===== src/rtl/alephminer_axi_read_master.sv =====
// alephminer_axi_read_master: AXI4 read master that streams a contiguous byte region to a valid/ready sink.
// Bursts are split on 4 KiB / 256-beat boundaries and issued ahead of consumption up to C_MAX_OUTSTANDING.
module alephminer_axi_read_master #(
    parameter int C_M_AXI_ADDR_WIDTH = 64,
    parameter int C_M_AXI_DATA_WIDTH = 32,
    parameter int C_XFER_SIZE_WIDTH  = C_M_AXI_ADDR_WIDTH,
    parameter int C_MAX_OUTSTANDING  = 4
) (
    input  logic                          aclk,
    input  logic                          areset,
    input  logic                          ctrl_start,
    output logic                          ctrl_done,
    output logic                          ctrl_busy,
    input  logic [C_M_AXI_ADDR_WIDTH-1:0] ctrl_addr_offset,
    input  logic [C_XFER_SIZE_WIDTH-1:0]  ctrl_xfer_size_in_bytes,
    output logic                          ctrl_rresp_err,
    output logic                          m_axi_arvalid,
    input  logic                          m_axi_arready,
    output logic [C_M_AXI_ADDR_WIDTH-1:0] m_axi_araddr,
    output logic [7:0]                    m_axi_arlen,
    input  logic                          m_axi_rvalid,
    output logic                          m_axi_rready,
    input  logic [C_M_AXI_DATA_WIDTH-1:0] m_axi_rdata,
    input  logic [1:0]                    m_axi_rresp,
    input  logic                          m_axi_rlast,
    output logic                          Vld_O,
    input  logic                          Rdy_I,
    output logic [C_M_AXI_DATA_WIDTH-1:0] Data_O,
    output logic                          Last_O
);
    localparam int AW          = C_M_AXI_ADDR_WIDTH;
    localparam int XW          = C_XFER_SIZE_WIDTH;
    localparam int DW_BYTES    = C_M_AXI_DATA_WIDTH / 8;
    localparam int BURST_LEN   = (4096 / DW_BYTES < 256) ? 4096 / DW_BYTES : 256;
    localparam int BURST_BYTES = DW_BYTES * BURST_LEN;
    localparam int SB          = $clog2(DW_BYTES);
    localparam int SL          = $clog2(BURST_LEN);
    localparam int OW          = $clog2(C_MAX_OUTSTANDING) + 1;

    typedef enum logic [1:0] {IDLE, RUN, DONE} state_t;

    state_t        state, state_nxt;
    logic [XW-1:0] beats, bursts, bursts_left;
    logic [7:0]    final_len;
    logic [OW-1:0] outstanding;
    logic          run, start_ok, ar_hs, r_hs, rlast_hs, unused_rresp;

    assign run          = state == RUN;
    assign start_ok     = state == IDLE && ctrl_start;
    assign unused_rresp = m_axi_rresp[0];

    // ceil divisions done as shift plus remainder-nonzero so no intermediate can overflow
    assign beats  = (ctrl_xfer_size_in_bytes >> SB) + XW'(|ctrl_xfer_size_in_bytes[SB-1:0]);
    assign bursts = (beats >> SL) + XW'(|beats[SL-1:0]);

    assign m_axi_arvalid = run && bursts_left != '0 && outstanding < OW'(C_MAX_OUTSTANDING);
    assign m_axi_arlen   = !m_axi_arvalid ? 8'd0 : bursts_left == XW'(1) ? final_len : 8'(BURST_LEN - 1);
    assign m_axi_rready  = Rdy_I && run;
    assign Vld_O         = m_axi_rvalid && run;
    assign Data_O        = m_axi_rdata;
    assign Last_O        = run && m_axi_rlast && bursts_left == '0 && outstanding == OW'(1);
    assign ctrl_busy     = run;
    assign ctrl_done     = state == DONE;

    assign ar_hs    = m_axi_arvalid && m_axi_arready;
    assign r_hs     = m_axi_rvalid && m_axi_rready;
    assign rlast_hs = r_hs && m_axi_rlast;

    always_ff @(posedge aclk or negedge areset) begin
        if (!areset) state <= IDLE;
        else state <= state_nxt;
    end

    always_comb begin
        state_nxt = state;
        if (start_ok) state_nxt = ctrl_xfer_size_in_bytes == '0 ? DONE : RUN;
        else if (r_hs && Last_O) state_nxt = DONE;
        else if (state == DONE) state_nxt = IDLE;
    end

    always_ff @(posedge aclk or negedge areset) begin
        if (!areset) begin
            m_axi_araddr   <= '0;
            bursts_left    <= '0;
            final_len      <= '0;
            outstanding    <= '0;
            ctrl_rresp_err <= 1'b0;
        end else begin
            if (start_ok) begin
                m_axi_araddr   <= ctrl_addr_offset & ~AW'(BURST_BYTES - 1);
                bursts_left    <= bursts;
                final_len      <= 8'((beats - XW'(1)) & XW'(BURST_LEN - 1));
                ctrl_rresp_err <= 1'b0;
            end else if (ar_hs) begin
                m_axi_araddr <= m_axi_araddr + AW'(BURST_BYTES);
                bursts_left  <= bursts_left - XW'(1);
            end
            if (r_hs && m_axi_rresp[1]) ctrl_rresp_err <= 1'b1;
            if (ar_hs != rlast_hs) outstanding <= ar_hs ? outstanding + OW'(1) : outstanding - OW'(1);
        end
    end
endmodule


===== config.mk =====
export PLATFORM = sky130hd
export DESIGN_NAME = alephminer_axi_read_master
export DESIGN_NICKNAME = d
export VERILOG_FILES = /design/src/rtl/alephminer_axi_read_master.sv
export SDC_FILE = /design/constraint.sdc
export NUM_CORES = 1
export LEC_CHECK = 0
export ABC_CLOCK_PERIOD_IN_PS = 4500
export BUFFER_PORTS_ARGS = -buffer_cell sky130_fd_sc_hd__clkbuf_2
export CAP_MARGIN = 25
export CORE_MARGIN = 2
export CORE_UTILIZATION = 45
export DETAILED_ROUTE_END_ITERATION = 8
export PLACE_DENSITY = 0.81
export SYNTH_ARGS = -nofsm -noshare
export SYNTH_HDL_FRONTEND = slang
export SYNTH_SLANG_ARGS = --single-unit

===== constraint.sdc =====
create_clock -name aclk -period 4.5 [get_ports aclk]
set_input_delay 0.9 -clock aclk [delete_from_list [all_inputs] [get_ports aclk]]
set_output_delay 0.9 -clock aclk [all_outputs]
set_load 0.01 [all_outputs]

==> metrics.csv <==
stage;metric;value;unit
grt;grt_pass1_wl;49300;µm
clock_tree;clockRootBuffer;clkbuf_16;
worst_hold_path;holdPathEnd;final_len[6];
synth;synth-main-ff-cell;dfrtp_1;
setup_path;critPathMaxStageDelay;0.60;ns
worst_hold_path;worstHoldPathCells;2;
sta;final_max_slew_viol_count;0;
grt;grt.met3_usage;0.0424;
synth;synth_top_cell_by_area;dfrtp_1;
synth;syn_avg_cell_area;7.94;µm²
die;io_pins;280;
worst_hold_path;hp-start;final_len[6];
finish;antenna_cells;0;
power;p_per_area;450;nW/µm²
die;dieArea;24700;µm²
placement;io_buffers;194;
setup_path;cp.required;4.80;ns
setup_path;reg2reg_from;bursts_left[7];
power;ir_drop;0.276;mV
routing;dr.pass1.iters;5;
sta;period_share;0.967;
die;initial_core_util;0.454;
synth;synth-xor-area-share;0.171;
clock_tree;cts_sinks;132;
finish;fin_nets;1724;
routing;antenna_left;0;
die;dieWidth;157;µm
routing;drt_iter0_drc;737;
clock_tree;cts_inserted_buffers;17;
clock_tree;insertion_delay;0.42;ns
setup_path;critPathLaunchType;input port;
synth;post-synth-top-count-cell;nand2_1;
routing;viasPerCell;5.68;
clock_tree;clkTransAtPathRegs;0.06;ns
setup_path;crit_type;in2reg;
finish;n_fill_cell;2138;
worst_hold_path;min_path_type;reg2reg;
clock_tree;cts_max_level;4;
synth;synth_compound_area_frac;0.104;
clock_tree;post_cts_buffers;0;
setup_path;cp_max_fo;4;
synth;synthSimpleGateAreaFrac;0.331;
synth;synth_top_family_by_area;simple AND/OR/NAND/NOR gates;
synth;synth.distinct_cells;69;
grt;grt.busiest_layer;met2;
die;fp.dieH;157;µm
grt;use_met2;0.401;
power;finalPower;5.77;mW
synth;netlist_instances;1331;
die;core.rowCount;56;
sta;finalSetupViolCount;0;
sta;hold_violations;0;
routing;vias;10600;
synth;synth_area_leaders;dfrtp_1, xor2_1, xnor2_1;
synth;synth-edff-count;0;
clock_tree;cts.path.max_buffers;2;
grt;grt_max_degree;89;
setup_path;path_cells;clkbuf_2, or2_4, ha_4, ha_4, nand4_1, or4_1, a222oi_1, and3_4, nand4_1, or4b_4, or4_4, nand4b_4, xor2_1, mux2_4;
routing;wl_per_cell;16.3;µm
setup_path;reg2reg_to;bursts_left[60];
synth;synth.mux.area_fraction;0.00651;
sta;period_minus_slack;4.35;ns
clock_tree;cts_hold_buf;0;
synth;synthTopCellsByCount;nand2_1, dfrtp_1, xor2_1, xnor2_1, o21ai_0;
grt;grtUsageMet1;0.328;
synth;synthAdderAreaFrac;0.0161;
synth;synth_area;10600;µm²
setup_path;worstPathArrival;4.66;ns
placement;dpl.hpwl;23400;µm
sta;fmaxAchievable;230;MHz
synth;seq_area_frac_synth;0.312;
finish;drive_gt1_frac;0.226;
power;leakagePower;5.19;nW
status;status;complete, no violations;
clock_tree;cts_resized;0;
synth;async_flop_share;1.00;
die;design.core.area;23300;µm²
finish;utilization;0.551;
synth;synthDominantCellAreaShare;0.312;
grt;overflow;0;
routing;drc_errors;0;
grt;grt_usage;0.246;
grt;grt_pass1_vias;9938;
sta;max_slew_margin;0.352;
synth;yosys_warnings;0;
clock_tree;cts_tree;yes;
setup_path;r2r_slack;0.67;ns
sta;worst_slew_pin_slew;0.965;ns
placement;place_congestion;1.02;
setup_path;slowest_stage;or4_1;
sta;rsz0062_at_grt;no;
setup_path;r2r_cells;9;
sta;skew;0.00955;ns
synth;synth_seq_cells;132;
routing;routed_wl;30600;µm
setup_path;crit_path_end_kind;flip-flop;
finish;area_growth;21.2;%
grt;antenna_found_initial;0;
run;cap_violations;0;
-- registers in the layout, summed over array words and instances, names as in the netlist --
signal / count
m_axi_araddr: 54
outstanding: 3
ctrl_rresp_err: 1
bursts_left: 64
state: 2
final_len: 8
-- cell families (layout without fill, tap and decap cells) --
kind of cell             after synthesis  after routing
AND/OR/NAND/NOR                      664            664
other                                  1             10
multiplexers                           6              6
flip-flops                           132            132
AO/OA/AOI/OAI                        186            186
adder cells (fa/ha/maj)               14             14
XOR/XNOR                             206            206
buffers and inverters                122            338
-- report_power, final --
part / internal [mW] / leakage [nW] / switching, mW / total, mW
combinational: 0.888 / 3.28 / 1.08 / 1.97
sequential: 1.72 / 1.60 / 0.589 / 2.31
clock: 0.931 / 0.304 / 0.556 / 1.49
total: 3.54 / 5.19 / 2.22 / 5.77
-- cells in the final DEF, fill, tap and decap left out, types with 4 or more instances in the layout --
master	Yosys	routed
clkbuf_2	1	193
nand2_1	181	181
dfrtp_1	132	132
xor2_1	106	106
xnor2_1	100	100
o21ai_0	98	98
nor2_1	90	90
buf_4	42	90
nand3_1	76	75
nor3_1	60	60
nand4_1	53	53
nor4_1	47	47
and3_1	28	28
a21oi_1	28	28
or3_1	27	27
inv_1	21	21
or4_1	19	18
clkbuf_16	0	17
and4_1	16	16
o21a_1	14	14
conb_1	1	10
and2_1	10	9
ha_1	12	9
nand2b_1	8	8
o31ai_1	8	8
nor3b_1	7	6
a211oi_1	6	6
nor2b_1	5	5
or2_2	6	5
or3b_2	4	4
nand3b_1	4	4
nor4_2	4	4
o21ai_1	4	4
a31oi_1	4	4
bufinv_16	0	4
-- area by class of cell --
class                   instances  area (µm²)  area share
flip-flops and latches        132        3300       0.258
clock inverters                15         203      0.0158
well taps                     319         399      0.0312
multi-input cells            1086        6730       0.525
repair buffers                285        1670       0.131
clock buffers                  17         425      0.0332
inverters                      21        78.8     0.00615
-- layer usage --
metal  up-vias  share of wire
met3        64          0.072
li1       5113              -
met5         -              0
met1      5023           0.44
met2       449           0.46
met4         0          0.024
-- worst max path at each step --
stage | slack (ns) | startpoint | depth (start not counted) | end
global route | 0.004 | ctrl_xfer_size_in_bytes[1] | 16 | bursts_left[49]
CTS | 0.18 | ctrl_xfer_size_in_bytes[1] | 14 | bursts_left[53]
detailed placement | -0.27 | ctrl_xfer_size_in_bytes[1] | 14 | bursts_left[53]
floorplan | 0.02 | ctrl_xfer_size_in_bytes[1] | 13 | bursts_left[53]
global placement | -0.19 | ctrl_xfer_size_in_bytes[1] | 14 | bursts_left[53]
finish | 0.15 | ctrl_xfer_size_in_bytes[1] | 14 | bursts_left[53]
-- through the flow --
step	std cells	hold slack [ns]	area (µm²)	worst slack, ns	TNS (ns)
after global routing	1875	0.520	12800	0.00404	0
after global placement	1843	0.463	12200	-0.193	-0.749
final	1875	0.482	12800	0.146	0
after CTS	1875	0.489	12800	0.180	0
after detailed placement	1843	0.474	12200	-0.273	-2.28
after floorplan	1340	0.439	10700	0.0221	0
-- worst max-delay path: cells and delay by family --
kind / cells / cell delay, ns
AOI/OAI and AO/OA: 1 / 0.41
muxes: 1 / 0.26
buffers and inverters: 1 / 0.07
and+or+nand+nor: 8 / 2.61
adders and majority gates: 2 / 0.25
xor gates and xnor gates: 1 / 0.16
No activity file was read; power rests on OpenSTA's default activity.
